File: src/rtl/age_stamp_alloc_3_pkg.sv
// Shared types and constants for the three-entry age-stamped holding buffer.
// Optional error checking in the top is enabled by defining AGE_STAMP_ERR_EN.
package age_stamp_alloc_3_pkg;

    localparam int DW = 8;
    localparam int AW = 5;
    localparam logic [AW-1:0] AMAX = {AW{1'b1}};

    typedef enum logic {
        RUN    = 1'b0,
        REBASE = 1'b1
    } state_t;

    typedef struct packed {
        logic          vld;
        logic [AW-1:0] age;
        logic [DW-1:0] data;
    } slot_t;

endpackage

File: src/rtl/age_stamp_alloc_3_min.sv
// Combinational masked minimum over three ages, with an any-valid flag.
// Used by the rebase path to find the oldest surviving entry.
module age_min_3
    import age_stamp_alloc_3_pkg::*;
#(
    parameter int W = AW
) (
    input  logic [2:0]        vld,
    input  logic [2:0][W-1:0] age,
    output logic [W-1:0]      min_age,
    output logic              any
);

    always_comb begin
        min_age = '1;
        any     = 1'b0;
        for (int i = 0; i < 3; i++) begin
            if (vld[i] && (!any || age[i] < min_age)) begin
                min_age = age[i];
                any     = 1'b1;
            end
        end
    end

endmodule

File: src/rtl/age_stamp_alloc_3.sv
// Three-entry age-stamped holding buffer feeding an oldest-first selector.
// Define AGE_STAMP_ERR_EN to drive the sticky protocol error output.
module age_stamp_alloc_3
    import age_stamp_alloc_3_pkg::*;
(
    input  logic                 clk,
    input  logic                 rst,
    input  logic                 alloc_vld,
    output logic                 alloc_rdy,
    input  logic [DW-1:0]        alloc_data,
    output logic [2:0]           slot_vld,
    output logic [2:0][AW-1:0]   slot_age,
    input  logic [2:0]           grant,
    output logic                 iss_vld,
    output logic [DW-1:0]        iss_data,
    output logic [AW-1:0]        iss_age,
    output logic                 err
);

    slot_t         slots [3];
    state_t        state;
    logic [AW-1:0] stamp;

    logic [2:0]    gsel;
    logic [2:0]    gmask;
    logic          g_hit;
    logic [2:0]    fsel;
    logic          fire;
    logic [2:0]    surv;
    logic [AW-1:0] mn;
    logic          any_live;
    logic [AW-1:0] m;
    logic [AW-1:0] stamp_inc;
    logic [AW-1:0] stamp_reb;
    logic [DW-1:0] iss_d_n;
    logic [AW-1:0] iss_a_n;

    for (genvar i = 0; i < 3; i++) begin : g_out
        assign slot_vld[i] = slots[i].vld;
        assign slot_age[i] = slots[i].age;
    end

    assign alloc_rdy = (state == RUN) && (slot_vld != 3'b111);
    assign fire      = alloc_vld && alloc_rdy;

    // Non-one-hot grants honour the lowest set index.
    always_comb begin
        priority case (1'b1)
            grant[0]: gsel = 3'b001;
            grant[1]: gsel = 3'b010;
            grant[2]: gsel = 3'b100;
            default:  gsel = 3'b000;
        endcase
    end

    assign gmask = gsel & slot_vld;
    assign g_hit = |gmask;

    // Free slot comes from registered occupancy, so a slot granted this
    // cycle still looks busy and is never reused in the same cycle.
    always_comb begin
        priority case (1'b1)
            !slot_vld[0]: fsel = 3'b001;
            !slot_vld[1]: fsel = 3'b010;
            !slot_vld[2]: fsel = 3'b100;
            default:      fsel = 3'b000;
        endcase
    end

    always_comb begin
        iss_d_n = '0;
        iss_a_n = '0;
        for (int i = 0; i < 3; i++) begin
            if (gmask[i]) begin
                iss_d_n = slots[i].data;
                iss_a_n = slots[i].age;
            end
        end
    end

    assign surv = slot_vld & ~gmask;

    age_min_3 #(.W(AW)) u_min (
        .vld     (surv),
        .age     (slot_age),
        .min_age (mn),
        .any     (any_live)
    );

    assign m         = any_live ? mn : stamp;
    assign stamp_inc = stamp + AW'(fire);
    assign stamp_reb = stamp - m;

    always_ff @(posedge clk or posedge rst) begin
        if (rst) begin
            for (int i = 0; i < 3; i++) slots[i] <= '0;
            state    <= RUN;
            stamp    <= '0;
            iss_vld  <= 1'b0;
            iss_data <= '0;
            iss_age  <= '0;
        end else begin
            iss_vld <= g_hit;
            if (g_hit) begin
                iss_data <= iss_d_n;
                iss_age  <= iss_a_n;
            end
            for (int i = 0; i < 3; i++) begin
                if (gmask[i]) slots[i].vld <= 1'b0;
            end
            unique case (state)
                RUN: begin
                    for (int i = 0; i < 3; i++) begin
                        if (fire && fsel[i]) begin
                            slots[i] <= '{vld: 1'b1, age: stamp, data: alloc_data};
                        end
                    end
                    stamp <= stamp_inc;
                    if (stamp_inc == AMAX) state <= REBASE;
                end
                REBASE: begin
                    // m is the oldest survivor, so no age can underflow.
                    for (int i = 0; i < 3; i++) begin
                        if (surv[i]) slots[i].age <= slots[i].age - m;
                    end
                    stamp <= stamp_reb;
                    if (stamp_reb < AMAX) state <= RUN;
                end
                default: state <= RUN;
            endcase
        end
    end

`ifdef AGE_STAMP_ERR_EN
    logic          stall_q;
    logic [DW-1:0] data_q;
    logic          err_q;
    logic          bad;

    assign bad = ((grant & (grant - 3'd1)) != 3'b000)
              || ((grant & ~slot_vld) != 3'b000)
              || (stall_q && alloc_vld && (alloc_data != data_q));

    always_ff @(posedge clk or posedge rst) begin
        if (rst) begin
            stall_q <= 1'b0;
            data_q  <= '0;
            err_q   <= 1'b0;
        end else begin
            stall_q <= alloc_vld && !alloc_rdy;
            data_q  <= alloc_data;
            if (bad) err_q <= 1'b1;
        end
    end

    assign err = err_q;
`else
    assign err = 1'b0;
`endif

endmodule

File: config.mk
export PLATFORM = sky130hd
export DESIGN_NAME = age_stamp_alloc_3
export DESIGN_NICKNAME = d
export VERILOG_FILES = /design/src/rtl/age_stamp_alloc_3_pkg.sv /design/src/rtl/age_stamp_alloc_3_min.sv /design/src/rtl/age_stamp_alloc_3.sv
export SDC_FILE = /design/constraint.sdc
export NUM_CORES = 1
export LEC_CHECK = 0
export ABC_AREA = 0
export CAP_MARGIN = 30
export CORE_MARGIN = 1
export CORE_UTILIZATION = 57
export DETAILED_ROUTE_END_ITERATION = 10
export HOLD_SLACK_MARGIN = 0.02
export PLACE_DENSITY = 0.81
export SYNTH_ARGS = -nofsm -noshare
export SYNTH_HDL_FRONTEND = slang
export SYNTH_SLANG_ARGS = --single-unit
File: constraint.sdc
create_clock -name clk -period 6.85 [get_ports clk]
set_clock_uncertainty 0.05 [all_clocks]
set_input_delay 0.685 -clock clk [delete_from_list [all_inputs] [get_ports clk]]
set_output_delay 0.685 -clock clk [all_outputs]
set_load 0.1 [all_outputs]
After elaboration in Yosys (flattened, before gate mapping)
Index checks and enable logic that the tools add are counted.

Register bits: 62. Input port bits: 14. Output and inout port bits: 34. Word-level logic and storage cells: 90.

Add/sub/neg operators: 5. Order comparisons: 3. Equality and inequality tests: 8. Muxes and demuxes: 38. Bitwise logic cells: 4. Reduce and logical (&&, ||, !) cells: 18.

Operators by type and width (number): 2-to-1 mux 5 bit (10); 2-to-1 mux 14 bit (3); one-hot mux 5 bit (2 select lines) (4); 2-to-1 mux 8 bit (3); subtractor 5 bit (4); 2-to-1 mux 3 bit (6); != test 2 x 1 -> 1 bit, second input constant (6); AND reduction 2 bit (6); 2-to-1 mux 1 bit (11); < comparator 5 bit (2); logical AND 1 bit (7); bitwise AND 3 bit (2); adder 5 x 1 -> 5 bit (1); == test 5 bit, second input constant (1); < comparator 5 bit, second input constant (1); != test 3 bit, second input constant (1); inverter 3 bit (1); OR reduction 3 bit (1); zero test 1 bit (2); logical OR 1 bit (2); one-hot mux 1 bit (2 select lines) (1); inverter 1 bit (1).

Logic depth before layout (Yosys ltp)
Gate-level depths: netlist (run 1).

Word-level depth: 20. Mapped depth: 26. Gate-level depth less buffers: 24.

Modules after synthesis
From an unflattened synthesis (run 1), not the netlist that was laid out.

Cell total of the unflattened synthesis: 389. Area, all modules: 4023.9 µm².

By module, submodules not included: age_stamp_alloc_3 (times used 1, cells each 336, area an instance 3593.4 µm², seq. area each 1551.5 µm²); age_min_3 (times used 1, cells each 53, area an instance 430.4 µm², seq. area each 0.0 µm²).

Worst setup path after synthesis (run 1)
No wires, ideal clock.

Path kind: input port to flip-flop. From: input port grant[0]. To: register, netlist name slot_age[4]. Setup time: 126 ps. Data arrival time: 4895 ps. Data required time: 6674 ps. Setup slack: 1780 ps. Stages: 25. Path buffers: 1. Cells stage by stage: nand2b_1 clkbuf_1 nor2_1 ha_1 nand3_1 a211oi_1 o21ai_1 a31oi_1 inv_1 ha_1 and3_1 nor2b_1 nand4b_1 o211ai_2 o221ai_1 o21a_1 a21oi_1 ha_1 inv_1 ha_1 nor3_1 a21oi_1 and3_1 o21a_1 a221o_1.

Cells in the longest elaborated chain, start to end: 17. Elaborated cells on any way between the ends: 24. Classes of those cells: add/sub (1); order compare (2); eq/ne (1); mux (10); bitwise (3); reduce/logical (7).

RTL lines: start: declaration (RTL line age_stamp_alloc_3.sv:13) `input logic [2:0] grant,`; 2-to-1 mux 3 bit (*) (RTL line age_stamp_alloc_3.sv:48) `priority case (1'b1)`; bitwise AND 3 bit (*) (RTL line age_stamp_alloc_3.sv:56) `assign gmask = gsel & slot_vld;`; inverter 3 bit (*) (RTL line age_stamp_alloc_3.sv:81) `assign surv = slot_vld & ~gmask;`; bitwise AND 3 bit (*) (RTL line age_stamp_alloc_3.sv:81); 2-to-1 mux 5 bit or 2-to-1 mux 1 bit (tied branches) (RTL line age_stamp_alloc_3_min.sv:18) `if (vld[i] && (!any || age[i] < min_age)) begin`; < comparator 5 bit or zero test 1 bit (tied branches) (RTL line age_stamp_alloc_3_min.sv:18); logical OR 1 bit (RTL line age_stamp_alloc_3_min.sv:18); logical AND 1 bit (RTL line age_stamp_alloc_3_min.sv:18); 2-to-1 mux 5 bit or 2-to-1 mux 1 bit (tied branches) (RTL line age_stamp_alloc_3_min.sv:18); < comparator 5 bit or zero test 1 bit (tied branches) (RTL line age_stamp_alloc_3_min.sv:18); logical OR 1 bit (RTL line age_stamp_alloc_3_min.sv:18); logical AND 1 bit (RTL line age_stamp_alloc_3_min.sv:18); 2-to-1 mux 5 bit or 2-to-1 mux 1 bit (tied branches) (RTL line age_stamp_alloc_3_min.sv:18); 2-to-1 mux 5 bit (RTL line age_stamp_alloc_3.sv:90) `assign m = any_live ? mn : stamp;`; subtractor 5 bit (RTL line age_stamp_alloc_3.sv:124) `if (surv[i]) slots[i].age <= slots[i].age - m;`; 2-to-1 mux 5 bit (RTL line age_stamp_alloc_3.sv:124); one-hot mux 5 bit (2 select lines) (RTL line age_stamp_alloc_3.sv:111) `unique case (state)`.

Mark *: on every way between the ends. The rest lies on a longest branch, timed or not. The select of a mux whose other input is x is not followed. A chain may end at the register's enable or synchronous reset.

Final worst setup path (run 1)
From: input port grant[0]. To: register, netlist name slot_age[4].

Cells in the longest elaborated chain, start to end: 17. Elaborated cells on any way between the ends: 24. Classes of those cells: add/sub (1); order compare (2); eq/ne (1); mux (10); bitwise (3); reduce/logical (7).

RTL lines (RTL line): 2-to-1 mux 3 bit (*) (age_stamp_alloc_3.sv:48); bitwise AND 3 bit (*) (age_stamp_alloc_3.sv:56); inverter 3 bit (*) (age_stamp_alloc_3.sv:81); bitwise AND 3 bit (*) (age_stamp_alloc_3.sv:81); 2-to-1 mux 5 bit or 2-to-1 mux 1 bit (tied branches) (age_stamp_alloc_3_min.sv:18); < comparator 5 bit or zero test 1 bit (tied branches) (age_stamp_alloc_3_min.sv:18); logical OR 1 bit (age_stamp_alloc_3_min.sv:18); logical AND 1 bit (age_stamp_alloc_3_min.sv:18); 2-to-1 mux 5 bit or 2-to-1 mux 1 bit (tied branches) (age_stamp_alloc_3_min.sv:18); < comparator 5 bit or zero test 1 bit (tied branches) (age_stamp_alloc_3_min.sv:18); logical OR 1 bit (age_stamp_alloc_3_min.sv:18); logical AND 1 bit (age_stamp_alloc_3_min.sv:18); 2-to-1 mux 5 bit or 2-to-1 mux 1 bit (tied branches) (age_stamp_alloc_3_min.sv:18); 2-to-1 mux 5 bit (age_stamp_alloc_3.sv:90); subtractor 5 bit (age_stamp_alloc_3.sv:124); 2-to-1 mux 5 bit (age_stamp_alloc_3.sv:124); one-hot mux 5 bit (2 select lines) (age_stamp_alloc_3.sv:111).

Marked as above.

==> key figures, run 1 <==
Outcome
  – Status: finished, final reports clean

Synthesis
  – Synthesized area: around 4100 um^2
  – Sequential fraction of the synthesis area: 0.377
  – Synth Flop Type: dfrtp_1
  – Synth Net Count: between 500 and 600
  – Post-Syn Instances: ~470
  – Distinct cells, synth: 61
  – Fraction of registers with async set/reset: 1.00
  – Synth Register Bits: 62
  – Post-synth EDFFs: 0
  – Total number of yosys warnings: 0
  – Synth Area per Inst: between 8 and 9 um^2

Finish
  – Area grow syn2layout: 13.7%
  – Commonest non-fill, non-tap cell in the layout: nand2_1
  – # fillers: ~580
  – Final instance area: between 4000 and 5000 um^2
  – Multi-input logic area: approximately 2200 um^2
  – Sequential Area: about 1600 um^2
  – Layout cells sized above 1: 0.0916
  – Commonest non-fill, non-tap cells in the layout: nand2_1, dfrtp_1, a21oi_1
  – Nets: between 500 and 600
  – # diodes: 0

Detailed routing
  – Routed vias: 3709
  – WL final: approximately 11000 um
  – Routed Antenna Nets: 0
  – Wire length per cell: 18.9 um
  – Vias/cell: 6.32
  – First-pass DRT Iterations: 6
  – Number of DRC markers in iteration 0: 517
  – # DRC: 0

Worst setup path
  – Critical path endpoint category: flop
  – CP Data Required Time: 7.02 ns
  – Maximum fanout along the worst path: 8
  – Crit path launch type: input pin
  – Reg2reg start: slot_vld[0]
  – WS Path Type: in -> reg
  – CP Launch Point: grant[0]
  – Worst Path Arrival: ~6.2 ns

GRT
  – Initial antenna violation count: 0
  – Global-route wire length before repair: about 18000 um
  – Vias in the first global route: between 3000 and 4000
  – Largest net degree at the start of global routing: 63
  – GRT Util Overall: 0.318
  – Global-route congestion overflow total: 0

STA
  – Fin. Hold Viols: 0
  – Post-layout min period: a little over 6 ns
  – Unrepaired setup endpoints after global routing: no
  – Final Setup Violations: 0
  – Slew margin rel.: 0.334
  – FMAX: about 170 MHz
  – Fin Setup TNS: 0 ns
  – Period utilization: 0.883
  – Fin. max-slew vios: 0
  – Worst-Margin Slew: approximately 1.0 ns

Min path
  – Hold path startpoint: slots[16]
  – Worst hold path type: reg -> reg

CTS
  – CTS tree: yes
  – Worst-Skew Late Latency: between 0.3 and 0.4 ns
  – Clock Tree Root: clkbuf_8
  – CTS HTree Levels: 3
  – TritonCTS buffer count: 9
  – Post-CTS Setup Inserts: 0
  – Clk sink count: a little over 60
  – Clk buf depth: 2
  – Clk slew on worst S/H paths: 0.08 ns
  – Post-cts resize count: 0
  – Cts hold-fix bufs: 0

Floorplan
  – Overall die width: 86.9 um
  – Initial Util: 0.598
  – I/O Pins: 48
  – Row cnt: 30
  – Die ar.: ~7600 um^2
  – Core box area: roughly 6900 um^2
  – DIE HEIGHT: between 80 and 90 um

Placed design
  – Placed cell area: 4500 um^2
  – RePlAce Congestion: about 0.90
  – I/O Buffers: 46
  – Dpl hpwl: 7710 um

Run
  – Total of max-cap violations: 0
metrics by stage:
step	instances	util	worst slack (ns)	hold slack [ns]
detailed placement	571	0.655	0.581	0.413
global placement	571	0.655	0.850	0.408
global route	587	0.680	0.284	0.463
floorplan	465	-	1.78	0.395
finish	587	0.680	0.802	0.432
CTS	587	0.680	0.895	0.432
cells in the mapped netlist, types with 6 or more instances:
master,instances,area (um^2)
a21oi_1,49,245
a222oi_1,13,130
a22oi_1,8,60.1
buf_4,21,158
clkbuf_1,16,60.1
dfrtp_1,62,1550
ha_1,24,300
inv_1,18,67.6
mux2_2,8,90.1
nand2_1,71,267
nand3_1,8,40.0
nor2_1,27,101
nor2b_1,8,50.1
nor3_1,6,30.0
o21ai_0,17,85.1
o21ai_1,7,35.0
xnor2_1,7,61.3
xor2_1,10,87.6
flip-flops by register name, summed over array words and instances (netlist names):
name      count
slot_vld      3
iss_vld       1
slots        24
stamp         5
iss_age       5
slot_age     15
state         1
iss_data      8
logic make-up (layout without fill, tap and decap cells):
| family | after synthesis | in the layout | share of synthesized area |
|---|---|---|---|
| mux | 12 | 12 | 0.0317 |
| flops | 62 | 62 | 0.377 |
| buf+inv | 62 | 88 | 0.0782 |
| other cells | 1 | 1 | 0.000912 |
| xor+xnor | 17 | 17 | 0.0362 |
| compound gates | 134 | 134 | 0.225 |
| simple gates | 150 | 150 | 0.170 |
| fa+ha+maj | 27 | 27 | 0.0813 |
critical path: stages:
cell and delay, ns:
clkdlybuf4s50_1 0.57, nand2b_1 0.30, nor2_1 0.09, ha_1 0.32
nand3_1 0.16, a211oi_1 0.34, o21ai_1 0.15, a31oi_1 0.37
inv_1 0.12, ha_1 0.33, and3_1 0.24, nor2b_1 0.16
nand4b_1 0.17, o211ai_2 0.20, o221ai_1 0.18, o21a_1 0.15
a21oi_1 0.34, ha_1 0.23, inv_1 0.05, ha_1 0.19
nor3_1 0.14, a21oi_1 0.11, and3_1 0.21, o21a_1 0.17
a221o_1 0.26
metal layers:
layer	wire length (um)	part of all wire	GRT usage
met3	922	0.083	0.0607
met5	0	0	0
met4	368	0.033	0.177
met2	5230	0.47	0.513
met1	4570	0.41	0.405
cell type report:
| class | count | area share |
|---|---|---|
| Clock inverter | 5 | 0.00723 |
| Inverter | 18 | 0.0145 |
| Multi-Input combinational cell | 341 | 0.479 |
| Clock buffer | 11 | 0.0303 |
| Timing Repair Buffer | 54 | 0.111 |
| Tap cell | 96 | 0.0257 |
| Sequential cell | 62 | 0.332 |
final timing paths:
path	to	slack [ns]	cells past startpoint
min in group asynchronous	slot_age[1]	0.84	3
worst max register to register	slot_age[4]	1.23	24
worst max-delay path	slot_age[4]	0.80	25
worst min-delay path	slots[16]	0.43	2
worst min register to register	slots[16]	0.43	2
max in group asynchronous	slots[0]	5.41	3
Power of run 1 is left out: the tool's default activity adds up to more than one toggle a clock period on the data nets, which glitch-free logic cannot reach.
==> inputs of run 2 (changes only) <==
--- a/config.mk
+++ b/config.mk
@@ -11,7 +11,7 @@
 export CORE_UTILIZATION = 57
 export DETAILED_ROUTE_END_ITERATION = 10
 export HOLD_SLACK_MARGIN = 0.02
-export PLACE_DENSITY = 0.81
+export PLACE_DENSITY = 0.85
 export SYNTH_ARGS = -nofsm -noshare
 export SYNTH_HDL_FRONTEND = slang
 export SYNTH_SLANG_ARGS = --single-unit
==> run 2 against run 1 <==
  * Non-clock buffer count is 1 lower
  * First-iteration DRC count is 15% lower
  * Global-route usage is 0.39 points lower
  * Critical path type unchanged
==> key figures, run 2 (same netlist as run 1, synthesis figures left out) <==
Floorplan
  – Overall die width: a little under 90 um
  – Die ar.: approximately 7600 um^2
  – Row cnt: 30
  – Initial Util: 0.598
  – Core box area: 6870 um^2
  – I/O Pins: 48
  – DIE HEIGHT: 86.9 um

Detailed routing
  – Vias/cell: around 6.5
  – # DRC: 0
  – Wire length per cell: 19.0 um
  – Routed Antenna Nets: 0
  – Number of DRC markers in iteration 0: approximately 440
  – WL final: ~11000 um
  – First-pass DRT Iterations: 6
  – Routed vias: 3803

Worst setup path
  – R2R Path End: slot_age[4]
  – CP Launch Point: grant[0]
  – Worst Path Arrival: around 6.2 ns
  – Reg2reg start: slot_vld[0]
  – CP max stage delay: roughly 0.6 ns
  – Slowest stage cell, crit path: clkdlybuf4s50_1
  – Reg2Reg Depth: 23
  – Crit-path cells: clkdlybuf4s50_1 -> nand2b_1 -> nor2_1 -> ha_1 -> nand3_1 -> a211oi_1 -> o21ai_1 -> a31oi_1 -> inv_1 -> ha_1 -> and3_1 -> a31oi_1 -> o211ai_2 -> o221ai_1 -> o21a_1 -> a21oi_1 -> ha_1 -> inv_1 -> ha_1 -> nor3_1 -> a21oi_1 -> and3_1 -> o21a_1 -> a221o_1
  – Crit-path most repeated cell: ha_1
  – Critical Path Sink: slot_age[4]
  – CP Data Required Time: 7.02 ns
  – Maximum fanout along the worst path: 8
  – R2R setup slack: approximately 1.3 ns
  – WS Path Type: in -> reg
  – Critical path endpoint category: flop
  – Crit path launch type: input pin

STA
  – FMAX: between 150 and 200 MHz
  – Final Setup Violations: 0
  – Unrepaired setup endpoints after global routing: no
  – Post-layout min period: between 6 and 7 ns
  – Worst-Margin Slew: between 0.9 and 1 ns
  – Period utilization: 0.882
  – Fin. Hold Viols: 0
  – Slew margin rel.: 0.332
  – Fin. max-slew vios: 0
  – Hold_ws: about 0.43 ns
  – Fin Setup TNS: 0 ns

Finish
  – # diodes: 0
  – Area grow syn2layout: 14.8%
  – Largest reg by FF count: slots
  – Nets: between 500 and 600
  – Max FFs per register: 24
  – Layout cells sized above 1: 0.0918
  – # fillers: 532
  – Commonest non-fill, non-tap cell in the layout: nand2_1
  – Commonest non-fill, non-tap cells in the layout: nand2_1, dfrtp_1, a21oi_1

GRT
  – GRT Util Overall: 0.315
  – Vias in the first global route: between 3000 and 4000
  – Largest net degree at the start of global routing: 63
  – Global-route congestion overflow total: 0
  – Global-route wire length before repair: around 18000 um
  – Initial antenna violation count: 0

Placed design
  – I/O Buffers: 46
  – RePlAce Congestion: 0.956
  – Dpl hpwl: 7750 um

CTS
  – CTS tree: yes
  – Cts hold-fix bufs: 0
  – Clock Tree Root: clkbuf_8
  – Worst-Skew Late Latency: 0.34 ns
  – Clk sink count: between 60 and 70
  – CTS HTree Levels: 3
  – Post-CTS Setup Inserts: 0
  – Post-cts resize count: 0
  – TritonCTS buffer count: 9
  – Clk buf depth: 2
  – Clk slew on worst S/H paths: about 0.07 ns

Outcome
  – Status: finished, final reports clean

Min path
  – Worst hold path type: reg -> reg

Run
  – Total of max-cap violations: 0
==> run 2: layout make-up <==
class                      count  area (um^2)  share of cell area
tap                           96          120              0.0255
inverter                      18         67.6              0.0143
timing repair buffer          53          513               0.109
sequential                    62         1550               0.329
multi-input combinational    341         2240               0.474
clock inverter                 7          105              0.0223
clock buffer                   9          124              0.0263
==> run 2: worst min path at each step <==
stage	startpoint	endpoint	slack [ns]	cells after the start
2_1_floorplan	slots[0]	slots[0]	0.39	2
3_3_place_gp	slots[17]	slots[17]	0.41	2
3_5_place_dp	slots[5]	slots[5]	0.41	2
4_1_cts	slots[5]	slots[5]	0.43	2
5_1_grt	slots[16]	slots[16]	0.44	2
6_report	slots[16]	slots[16]	0.43	2
==> run 2: layer usage <==
metal,share of wire,GRT usage,wire [um]
met1,0.39,0.387,4350
met2,0.48,0.513,5380
met3,0.090,0.0701,1010
met4,0.038,0.176,423
met5,0,0,0
==> run 2: through the flow <==
step / utilization / setup slack [ns] / area, um^2 / instances
3_5_place_dp: 0.654 / 0.565 / 4490 / 570
4_1_cts: 0.687 / 0.908 / 4720 / 586
3_3_place_gp: 0.654 / 0.880 / 4490 / 570
2_1_floorplan: - / 1.78 / 4110 / 465
5_1_grt: 0.687 / 0.358 / 4720 / 586
6_report: 0.687 / 0.806 / 4720 / 586
==> run 2: critical path: cells and delay by family <==
kind,cells,cell delay [ns]
AOI/OAI and AO/OA,11,2.60
and+or+nand+nor,6,1.14
adders and majority gates,4,1.03
buffers and inverters,3,0.75
Power of run 2 is left out for the same reason.
==> inputs of run 3 (changes only) <==
--- a/config.mk
+++ b/config.mk
@@ -7,7 +7,6 @@
 export LEC_CHECK = 0
 export ABC_AREA = 0
 export CAP_MARGIN = 30
-export CORE_MARGIN = 1
 export CORE_UTILIZATION = 57
 export DETAILED_ROUTE_END_ITERATION = 10
 export HOLD_SLACK_MARGIN = 0.02
==> constraint.sdc (replaced) <==
create_clock -name clk -period 6.95 [get_ports clk]
set_clock_uncertainty 0.05 [all_clocks]
set_input_delay 0.695 -clock clk [delete_from_list [all_inputs] [get_ports clk]]
set_output_delay 0.695 -clock clk [all_outputs]
set_load 0.1 [all_outputs]
==> run 3 against run 2 <==
  * Non-clock buffer count stayed put
  * Design area stayed put
  * Core utilization stayed put
  * Final cell count stayed put
==> key figures, run 3 (same netlist as run 1, synthesis figures left out) <==
Outcome
  – Status: finished, final reports clean

Finish
  – # diodes: 0
  – Commonest non-fill, non-tap cell in the layout: nand2_1
  – Max FFs per register: 24
  – Area grow syn2layout: 14.8%
  – # fillers: 552
  – Commonest non-fill, non-tap cells in the layout: nand2_1, dfrtp_1, a21oi_1
  – Final std cells w/o fill: 586
  – Sequential Area: roughly 1600 um^2
  – Largest reg by FF count: slots
  – Nets: ~520
  – Final instance area: 4720 um^2
  – Layout cells sized above 1: 0.0918
  – Multi-input logic area: between 2000 and 2500 um^2

CTS
  – Clk buf depth: 2
  – CTS HTree Levels: 3
  – CTS tree: yes
  – TritonCTS buffer count: 9
  – Clock Tree Root: clkbuf_8
  – Post-CTS Setup Inserts: 0
  – Clk sink count: 62
  – Post-cts resize count: 0
  – Clk slew on worst S/H paths: 0.08 ns
  – Cts hold-fix bufs: 0
  – Worst-Skew Late Latency: around 0.35 ns

GRT
  – Initial antenna violation count: 0
  – GRT Util Overall: 0.311
  – Largest net degree at the start of global routing: 63
  – Global-route congestion overflow total: 0
  – Global-route wire length before repair: roughly 18000 um
  – Vias in the first global route: approximately 3700

Worst setup path
  – Critical path endpoint category: flop
  – Maximum fanout along the worst path: 8
  – CP Launch Point: grant[0]
  – WS Path Type: in -> reg
  – CP Data Required Time: between 7 and 8 ns
  – R2R setup slack: ~1.4 ns
  – Worst Path Arrival: around 6.2 ns
  – R2R Path End: slot_age[4]
  – Critical Path Sink: slot_age[4]
  – Reg2Reg Depth: 24
  – Reg2reg start: slot_vld[0]
  – Crit path launch type: input pin

Floorplan
  – DIE HEIGHT: 86.9 um
  – Row cnt: 30
  – Initial Util: 0.598
  – Core box area: 6870 um^2
  – I/O Pins: 48
  – Die ar.: 7550 um^2
  – Overall die width: slightly below 90 um

STA
  – FMAX: between 150 and 200 MHz
  – Slew margin rel.: 0.335
  – Fin Setup TNS: 0 ns
  – Worst-Margin Slew: roughly 1.0 ns
  – Fin. Hold Viols: 0
  – Period utilization: 0.871
  – Unrepaired setup endpoints after global routing: no
  – Post-layout min period: a little over 6 ns
  – Worst setup margin: around 0.9 ns
  – Final Setup Violations: 0
  – Fin. max-slew vios: 0

Placed design
  – DP Cell Count: 570
  – Post-placement setup slack: ~0.7 ns
  – Dpl hpwl: around 7700 um
  – I/O Buffers: 46
  – RePlAce Congestion: 0.956
  – Placed cell area: roughly 4500 um^2

Detailed routing
  – Routed vias: 3759
  – # DRC: 0
  – First-pass DRT Iterations: 6
  – WL final: 11000 um
  – Wire length per cell: roughly 19 um
  – Number of DRC markers in iteration 0: roughly 420
  – Vias/cell: roughly 6.4
  – Routed Antenna Nets: 0

Run
  – Total of max-cap violations: 0

Min path
  – Hold path startpoint: slots[15]
  – Worst hold path type: reg -> reg
[run 3: metrics by stage]
step           hold WS, ns   util
2_1_floorplan        0.395      -
3_3_place_gp         0.407  0.654
3_5_place_dp         0.412  0.654
4_1_cts              0.432  0.687
5_1_grt              0.448  0.687
6_report             0.432  0.687
[run 3: per-layer routing]
| layer | track usage | wire [um] |
|---|---|---|
| met5 | 0 | 0 |
| met1 | 0.386 | 4200 |
| met3 | 0.0654 | 1110 |
| met2 | 0.510 | 5300 |
| met4 | 0.162 | 415 |
[run 3: critical path, stage by stage]
cell and delay, ns:
clkdlybuf4s50_1 0.57, nand2b_1 0.30, nor2_1 0.08, ha_1 0.32
nand3_1 0.17, a211oi_1 0.37, o21ai_1 0.15, a31oi_1 0.39
inv_1 0.11, ha_1 0.32, and3_1 0.25, nor2b_1 0.15
nand4b_1 0.16, o211ai_2 0.20, o221ai_1 0.20, o21a_1 0.16
a21oi_1 0.31, ha_1 0.21, inv_1 0.05, ha_1 0.19
nor3_1 0.13, a21oi_1 0.10, and3_1 0.21, o21a_1 0.17
a221o_1 0.26
[run 3: layout make-up]
class / count / area share
repair buffers: 53 / 0.109
clock buffers: 9 / 0.0263
inverters: 18 / 0.0143
well taps: 96 / 0.0255
clock inverters: 7 / 0.0223
multi-input cells: 341 / 0.474
flip-flops and latches: 62 / 0.329
[run 3: worst min path at each step]
stage / end / slack [ns] / cells past startpoint
2_1_floorplan: slots[0] / 0.39 / 2
3_3_place_gp: slots[17] / 0.41 / 2
3_5_place_dp: slots[5] / 0.41 / 2
4_1_cts: slots[5] / 0.43 / 2
5_1_grt: slots[20] / 0.45 / 2
6_report: slots[15] / 0.43 / 2
Power of run 3 is left out for the same reason.
